File: config.mk
export PLATFORM = sky130hd
export DESIGN_NAME = exc_ctrl
export DESIGN_NICKNAME = d
export VERILOG_FILES = /design/src/rtl/exc_ctrl.sv
export SDC_FILE = /design/constraint.sdc
export NUM_CORES = 1
export LEC_CHECK = 0
export ABC_AREA = 0
export CAP_MARGIN = 40
export CORE_MARGIN = 2
export CORE_UTILIZATION = 37
export CTS_CLUSTER_SIZE = 16
export DETAILED_ROUTE_END_ITERATION = 16
export GPL_ROUTABILITY_DRIVEN = 1
export PLACE_DENSITY = 0.91
export SLEW_MARGIN = 20
export SYNTH_ARGS = -nofsm -noshare
export SYNTH_HDL_FRONTEND = slang
export SYNTH_SLANG_ARGS = --single-unit
export TNS_END_PERCENT = 30
File: constraint.sdc
create_clock -name clk -period 2.75 [get_ports clk]
set_input_delay 0.825 -clock clk [delete_from_list [all_inputs] [get_ports clk]]
set_output_delay 0.825 -clock clk [all_outputs]
set_load 0.01 [all_outputs]
File: src/rtl/exc_ctrl.sv
// Exception/interrupt sequencer: prioritises EX-stage exceptions, interrupts and ERET, then drives CP0 updates and the PC redirect/flush.
// Build option: define EXC_IRQ_SYNC_EN for a 2-flop irq synchroniser; otherwise irq passes through a single register stage.
module exc_ctrl #(
  parameter logic [31:0] HANDLER_ADDR = 32'h0000_0080,
  parameter int          IRQ_W        = 6
) (
  input  logic             clk,
  input  logic             reset,
  input  logic             pause,
  input  logic [2:0]       mtc0_wen,
  input  logic             exc_syscall,
  input  logic             exc_break,
  input  logic             exc_ri,
  input  logic             exc_ov,
  input  logic             eret,
  input  logic [31:0]      exc_pc,
  input  logic [IRQ_W-1:0] irq,
  input  logic [31:0]      status_out,
  input  logic [31:0]      epc_out,
  output logic [2:0]       cp0_wen,
  output logic             id_cp0_in_sel,
  output logic             status_shift_sel,
  output logic [31:0]      cause_in,
  output logic [31:0]      epc_in,
  output logic             pc_redirect,
  output logic [31:0]      pc_target,
  output logic             flush,
  output logic             exc_busy
);

  // state    | meaning
  // IDLE     | MTC0 passthrough, sample requests
  // WRITE    | EPC/Cause write and Status push in CP0
  // REDIRECT | jump to handler, flush pipeline
  // ERET     | Status pop, jump to EPC, flush pipeline
  typedef enum logic [1:0] {IDLE, WRITE, REDIRECT, ERET} state_t;

  state_t      state;
  logic [IRQ_W-1:0] irq_s;
  logic [2:0]  cp0_wen_q;
  logic [31:0] epc_q;
  logic [31:0] cause_q;
  logic        exc_take;
  logic [4:0]  exccode;
  logic        unused_status;

  assign unused_status = ^status_out[31:1];

`ifdef EXC_IRQ_SYNC_EN
  logic [IRQ_W-1:0] irq_meta;
  always_ff @(posedge clk) begin
    if (reset) begin
      irq_meta <= '0;
      irq_s    <= '0;
    end else begin
      irq_meta <= irq;
      irq_s    <= irq_meta;
    end
  end
`else
  always_ff @(posedge clk) begin
    if (reset) irq_s <= '0;
    else       irq_s <= irq;
  end
`endif

  always_comb begin
    exc_take = 1'b1;
    exccode  = 5'd0;
    if (exc_ri)                               exccode = 5'd10;
    else if (exc_ov)                          exccode = 5'd12;
    else if (exc_syscall)                     exccode = 5'd8;
    else if (exc_break)                       exccode = 5'd9;
    else if ((irq_s != '0) && status_out[0])  exccode = 5'd0;
    else                                      exc_take = 1'b0;
  end

  // MTC0 writes reach CP0 combinationally only while idle
  assign cp0_wen  = (state == IDLE) ? mtc0_wen : cp0_wen_q;
  assign epc_in   = epc_q;
  assign cause_in = cause_q;

  always_ff @(posedge clk) begin
    if (reset) begin
      state            <= IDLE;
      cp0_wen_q        <= '0;
      id_cp0_in_sel    <= 1'b0;
      status_shift_sel <= 1'b0;
      pc_redirect      <= 1'b0;
      pc_target        <= '0;
      flush            <= 1'b0;
      exc_busy         <= 1'b0;
      epc_q            <= '0;
      cause_q          <= '0;
    end else if (!pause) begin
      cp0_wen_q        <= '0;
      id_cp0_in_sel    <= 1'b0;
      status_shift_sel <= 1'b0;
      pc_redirect      <= 1'b0;
      pc_target        <= '0;
      flush            <= 1'b0;
      exc_busy         <= 1'b0;
      case (state)
        IDLE: begin
          if (exc_take) begin
            epc_q         <= exc_pc;
            cause_q       <= {16'b0, irq_s[5:0], 3'b0, exccode, 2'b00};
            state         <= WRITE;
            cp0_wen_q     <= 3'b111;
            id_cp0_in_sel <= 1'b1;
            exc_busy      <= 1'b1;
          end else if (eret) begin
            state            <= ERET;
            cp0_wen_q        <= 3'b100;
            id_cp0_in_sel    <= 1'b1;
            status_shift_sel <= 1'b1;
            pc_redirect      <= 1'b1;
            pc_target        <= epc_out;
            flush            <= 1'b1;
            exc_busy         <= 1'b1;
          end
        end
        WRITE: begin
          state       <= REDIRECT;
          pc_redirect <= 1'b1;
          pc_target   <= HANDLER_ADDR;
          flush       <= 1'b1;
          exc_busy    <= 1'b1;
        end
        REDIRECT: state <= IDLE;
        ERET:     state <= IDLE;
        default:  state <= IDLE;
      endcase
    end
  end

endmodule

==> results of run 1 <==
==> synth_stat cells (2+ instances only) <==
master	instances	area share (%)
dfxtp_1	88	51
a21oi_1	43	6.3
nand3_1	41	6.0
o211ai_1	39	8.5
a22o_1	31	7.9
clkbuf_1	26	2.8
buf_4	23	5.0
nand2_1	10	1.1
nor2b_1	7	1.3
buf_2	4	0.58
buf_6	4	1.3
inv_1	4	0.44
a21o_1	3	0.65
a31oi_1	3	0.55
buf_1	3	0.33
nor3_1	3	0.44
nor2_1	2	0.22
o32ai_1	2	0.51
o41ai_1	2	0.51
==> sequential cells by signal (all words and copies together) (netlist names) <==
register and flops:
irq_s 6, cause_in 10, id_cp0_in_sel 1, cp0_wen_q 2
state 2, pc_target 32, status_shift_sel 1, exc_busy 1
flush 1, epc_in 32
==> critical path, delay by kind of cell <==
| kind | cells | cell delay [ns] |
|---|---|---|
| multiplexers | 1 | 0.25 |
| buffers and inverters | 2 | 0.67 |
==> worst max-delay path by stage <==
stage,start,endpoint,slack (ns),cells after the start
floorplan,exc_ri,epc_in[23],0.54,6
detailed placement,mtc0_wen[2],cp0_wen[2],-0.02,3
global placement,mtc0_wen[2],cp0_wen[2],-0.02,3
global route,mtc0_wen[2],cp0_wen[2],0.15,3
CTS,mtc0_wen[1],cp0_wen[1],0.0005,4
finish,mtc0_wen[2],cp0_wen[2],0.17,3
==> area by class of cell <==
| class | count | area, µm² | area share, % |
|---|---|---|---|
| multi-input cells | 224 | 1415 | 26.63 |
| clock inverters | 6 | 67.56 | 1.271 |
| inverters | 4 | 15.01 | 0.2826 |
| well taps | 111 | 138.9 | 2.614 |
| clock buffers | 9 | 123.9 | 2.331 |
| flip-flops and latches | 88 | 1762 | 33.15 |
| repair buffers | 180 | 1792 | 33.72 |
==> power groups by stage <==
stage | logic (mW) | registers, mW | clock network, mW
4_1_cts | 0.494 | 1.36 | 0.905
3_3_place_gp | 0.480 | 1.39 | 0
6_report | 0.492 | 1.36 | 0.883
2_1_floorplan | 0.212 | 1.41 | 0
5_1_grt | 0.528 | 1.37 | 0.960
3_5_place_dp | 0.495 | 1.39 | 0
==> kinds of logic after synthesis <==
family	after synthesis
AOI/OAI and AO/OA	131
xor gates and xnor gates	1
buffers and inverters	64
DFF	88
muxes	1
other	1
and+or+nand+nor	69
==> layer usage <==
layer,share of wire [%],track usage [%],vias to the layer above
met5,0,0,-
met4,2.2,8.957,0
met3,4.3,2.925,21
met2,52,35.05,121
met1,41,23.40,1583
li1,-,-,1573
==> stage by stage <==
| stage | util (%) | setup TNS, ns | setup WS (ns) | std cells |
|---|---|---|---|---|
| 2_1_floorplan | - | 0 | 0.5385 | 376 |
| 3_3_place_gp | 56.24 | -0.02219 | -0.01800 | 607 |
| 3_5_place_dp | 56.24 | -0.02622 | -0.02158 | 607 |
| 4_1_cts | 58.31 | 0 | 0.0004881 | 622 |
| 5_1_grt | 58.34 | 0 | 0.1471 | 622 |
| 6_report | 58.34 | 0 | 0.1743 | 622 |
==> flow_summary_export.csv, run 1 <==
group,metric,value,unit
power,power_frac_comb,18.0,%
sta,setup_violations,0,
clock_tree,cts_sinks,88,
yosys,syn_area,0.003441,mm²
route,wl_per_cell,16.45,µm
finish,drive_gt1_share,8.023,%
power,power_frac_seq,49.8,%
worst_setup_path,crit_type,"primary input to primary output",
yosys,synth_xor_area_share,0.2545,%
sta,period_needed,2.576,ns
min_path,hold_path.startpoint,"cause_in[4]",
clock_tree,cts_root_buf,"clkbuf_8",
yosys,ys_warn_count,0,
global_route,grt_first_pass_wirelength,15.73,mm
sta,timing.final.max_slew_violations,0,
clock_tree,h-tree-depth,3,
clock_tree,hold_buffers,0,
place,dp_hpwl,7.534,mm
sta,finalCritPeriodShare,93.66,%
yosys,yosys.area_share.simple,10.65,%
finish,area_growth,54.44,%
worst_setup_path,end_kind,"primary output",
clock_tree,clock_latency,0.35,ns
run_status,status,"finished, final reports clean",
route,drc,0,
global_route,grt_max_degree,35,
worst_setup_path,crit_slowest_cell,"clkdlybuf4s50_1",
place,port_buffers,163,
worst_setup_path,max_stage_delay,0.39,ns
clock_tree,cts_buffers,9,
yosys,yosysUniqueCellTypes,36,
sta,hold_ws,0.4715,ns
global_route,grt_overflow,0,
yosys,async_flop_share,0,%
yosys,synthCells,355,
sta,rsz0062_at_grt,"false",
yosys,synthMuxAreaShare,0.3273,%
run,maxCapViolCount,0,
clock_tree,cts_tree,"done",
yosys,synthAdderAreaFrac,0,%
worst_setup_path,worst_ep_arrival_time,1.75,ns
die,rows,35,
yosys,synth_edf_count,0,
yosys,ys_seq_area_share,51.20,%
route,viasPerCell,5.302,
die,fp.dieArea,0.01009,mm²
worst_setup_path,reg2reg_slack,0.71,ns
worst_setup_path,critPathMaxFanout,1,
yosys,synth_area_per_cell,9.692,µm²
global_route,antenna_found_initial,0,
clock_tree,cts_resized,2,
power,switchingPower,726.8,µW
route,ant_nets,0,
place,gp_congestion,0.7766,
global_route,grt_use_total,19.72,%
die,core_area,0.009109,mm²
finish,layout_common_cells,"159 x clkdlybuf4s50_1, 88 x dfxtp_1, 43 x a21oi_1, 41 x nand3_1, 39 x o211ai_1",
min_path,hold_class,"flop to flop",
yosys,synth_top_family_by_area,"compound AO/OA/AOI/OAI gates",
yosys,synth_compound_area_share,26.95,%
route,vias,3298,
route,routed_wl,10.23,mm
yosys,synth_ff_type,"dfxtp_1",
power,p_leak,1.944,nW
worst_setup_path,crit_required,1.93,ns
die,die_w,100.4,µm
power,ir_drop,289.4,µV
min_path,hold_end,"cause_in[4]",
min_path,hold_path_depth,2,
route,drt_iter0_markers,121,
sta,timing.fmax,388.2,MHz
clock_tree,clk_pin_slew,0.08,ns
die,initial_core_util,37.77,%
clock_tree,cts_max_path_buffers,2,
power,p_clk_share,32.3,%
finish,nets,620,
worst_setup_path,path_cells,"clkdlybuf4s50_1 > mux2_2 > dlygate4sd2_1",
yosys,ys_ff_latch,88,
worst_setup_path,crit_path_start_kind,"primary input",
clock_tree,post_cts.repair.setup_buffers,0,
power,p_int,2.011,mW
die,die_y,100.4,µm
finish,antenna_cells,0,
global_route,grt_pass1_vias,3203,
finish,final_common_cell,"clkdlybuf4s50_1",
finish,finalInstanceArea,0.005314,mm²
power,report.power.total,2.738,mW
power,swShare,26.54,%
worst_setup_path,r2r_cells,5,
die,pin_count,217,
worst_setup_path,r2r-end,"pc_target[14]",
sta,hold_viol,0,
worst_setup_path,r2r_start,"irq_s[5]",
place,placed_cell_area,0.005122,mm²
power,powerDensity,515.3,mW/mm²
sta,fin_skew,0.01504,ns
route,firstDrtPassIters,4,
finish,fillers,790,
Note: power is estimated with default switching activity, not from simulation.
==> inputs of run 2 (changes only) <==
Settings changed: MAX_ROUTING_LAYER set to met4, SLEW_MARGIN 20 to unset.
==> run 2 against run 1 <==
Net effect: non-clock buffer count stayed put; die area stayed put; clock skew about the same; maximum frequency barely moved; utilization is the same; design area unchanged; hold slack improved by 0.0018 ns; final cell count unchanged; first-iteration DRC count grew 7.4%.
==> flow_summary_export.csv, run 2 (same netlist as run 1, synthesis figures left out) <==
group,metric,value,unit
place,dpl_worst_slack,-0.02158,ns
sta,timing.fmax,388.3,MHz
clock_tree,cts_sinks,88,
route,drt_iter0_markers,130,
min_path,hold_class,"flop to flop",
die,die_w,100.4,µm
place,dp_hpwl,7.534,mm
sta,setup_violations,0,
sta,finalSetupTns,0,ns
worst_setup_path,reg2reg_slack,0.72,ns
route,wl_per_cell,16.42,µm
place,placed_cell_area,0.005122,mm²
finish,nets,620,
die,core_area,0.009109,mm²
run_status,status,"finished, final reports clean",
clock_tree,clock_latency,0.36,ns
sta,layout_setup_ws,0.1746,ns
global_route,grt_use_total,20.33,%
sta,hold_viol,0,
worst_setup_path,worst_ep_arrival_time,1.75,ns
worst_setup_path,crit_required,1.93,ns
finish,layout_common_cells,"159 x clkdlybuf4s50_1, 88 x dfxtp_1, 43 x a21oi_1, 41 x nand3_1, 39 x o211ai_1",
clock_tree,cts_max_path_buffers,2,
route,ant_nets,0,
sta,period_needed,2.575,ns
finish,area_growth,54.44,%
die,fp.dieArea,0.01009,mm²
global_route,grt_overflow,0,
clock_tree,cts_buffers,9,
finish,fin_util,58.34,%
worst_setup_path,startpoint,"mtc0_wen[2]",
die,pin_count,217,
route,viasPerCell,5.280,
clock_tree,cts_resized,2,
route,drc,0,
clock_tree,clk_pin_slew,0.08,ns
place,gp_congestion,0.7872,
power,switchingPower,730.5,µW
clock_tree,hold_buffers,0,
power,swShare,26.64,%
finish,finalInstanceArea,0.005314,mm²
die,initial_core_util,37.77,%
power,power_frac_comb,17.9,%
finish,instances_no_fill,622,
worst_setup_path,crit_type,"primary input to primary output",
finish,drive_gt1_share,8.023,%
power,powerDensity,516.0,mW/mm²
sta,finalCritPeriodShare,93.65,%
worst_setup_path,r2r-end,"pc_target[25]",
sta,fin_skew,0.01508,ns
clock_tree,post_cts.repair.setup_buffers,0,
power,p_leak,1.944,nW
worst_setup_path,setup.worst_path.end,"cp0_wen[2]",
power,ir_drop,288.9,µV
sta,rsz0062_at_grt,"false",
place,dp_cells,607,
die,rows,35,
worst_setup_path,r2r_cells,5,
place,port_buffers,163,
finish,antenna_cells,0,
global_route,antenna_found_initial,0,
worst_setup_path,r2r_start,"irq_s[5]",
global_route,grt_first_pass_wirelength,15.71,mm
worst_setup_path,critPathMaxFanout,1,
global_route,grt_pass1_vias,3202,
run,maxCapViolCount,0,
worst_setup_path,end_kind,"primary output",
power,p_clk_share,32.3,%
sta,timing.final.max_slew_violations,0,
clock_tree,cts_tree,"done",
power,power_frac_seq,49.7,%
clock_tree,h-tree-depth,3,
worst_setup_path,crit_path_start_kind,"primary input",
clock_tree,cts_root_buf,"clkbuf_8",
power,p_int,2.011,mW
route,firstDrtPassIters,5,
finish,final_common_cell,"clkdlybuf4s50_1",
route,routed_wl,10.21,mm
global_route,grt_max_degree,35,
route,vias,3284,
die,die_y,100.4,µm
[run 2: worst min path at each step]
stage	startpoint	to	cells after the start	slack [ns]
CTS	cp0_wen_q[2]	cp0_wen_q[2]	1	0.47
global route	epc_in[13]	epc_in[13]	2	0.49
finish	cause_in[4]	cause_in[4]	2	0.47
floorplan	cp0_wen_q[2]	cp0_wen_q[2]	1	0.42
global placement	id_cp0_in_sel	id_cp0_in_sel	1	0.44
detailed placement	cp0_wen_q[2]	cp0_wen_q[2]	1	0.45
[run 2: metrics by stage]
stage	total power, mW	hold slack (ns)
floorplan	1.618	0.4225
global placement	1.869	0.4354
detailed placement	1.887	0.4457
CTS	2.763	0.4717
global route	2.859	0.4909
finish	2.742	0.4733
[run 2: cell type report]
cell class,instances,area (µm²)
Multi-Input combinational cell,224,1415
Fill cell,790,3795
Sequential cell,88,1762
Inverter,4,15.01
Clock buffer,9,123.9
Timing Repair Buffer,180,1792
Tap cell,111,138.9
Clock inverter,6,67.56
[run 2: power groups by stage]
stage	Sequential [mW]	Combinational (mW)	Clock [mW]
6_report	1.36	0.492	0.887
5_1_grt	1.37	0.528	0.960
4_1_cts	1.36	0.494	0.905
3_5_place_dp	1.39	0.495	0
3_3_place_gp	1.39	0.480	0
2_1_floorplan	1.41	0.212	0
[run 2: critical path, stage by stage]
cell and delay, ns:
clkdlybuf4s50_1 0.39, mux2_2 0.25, dlygate4sd2_1 0.28
[run 2: per-layer routing]
layer  GRT usage [%]  vias up  wire length (µm)
met5               -        -                 0
met4           8.957        0               214
met3           2.507       15               472
met2           34.95      132              5323
met1           23.84     1565              4201
li1                -     1572                 -
==> inputs of run 3 (changes only) <==
Settings changed: TNS_END_PERCENT 30 to unset.
==> results of run 3 <==
No change in the layout: final DEF, timing and power equal those of run 2.
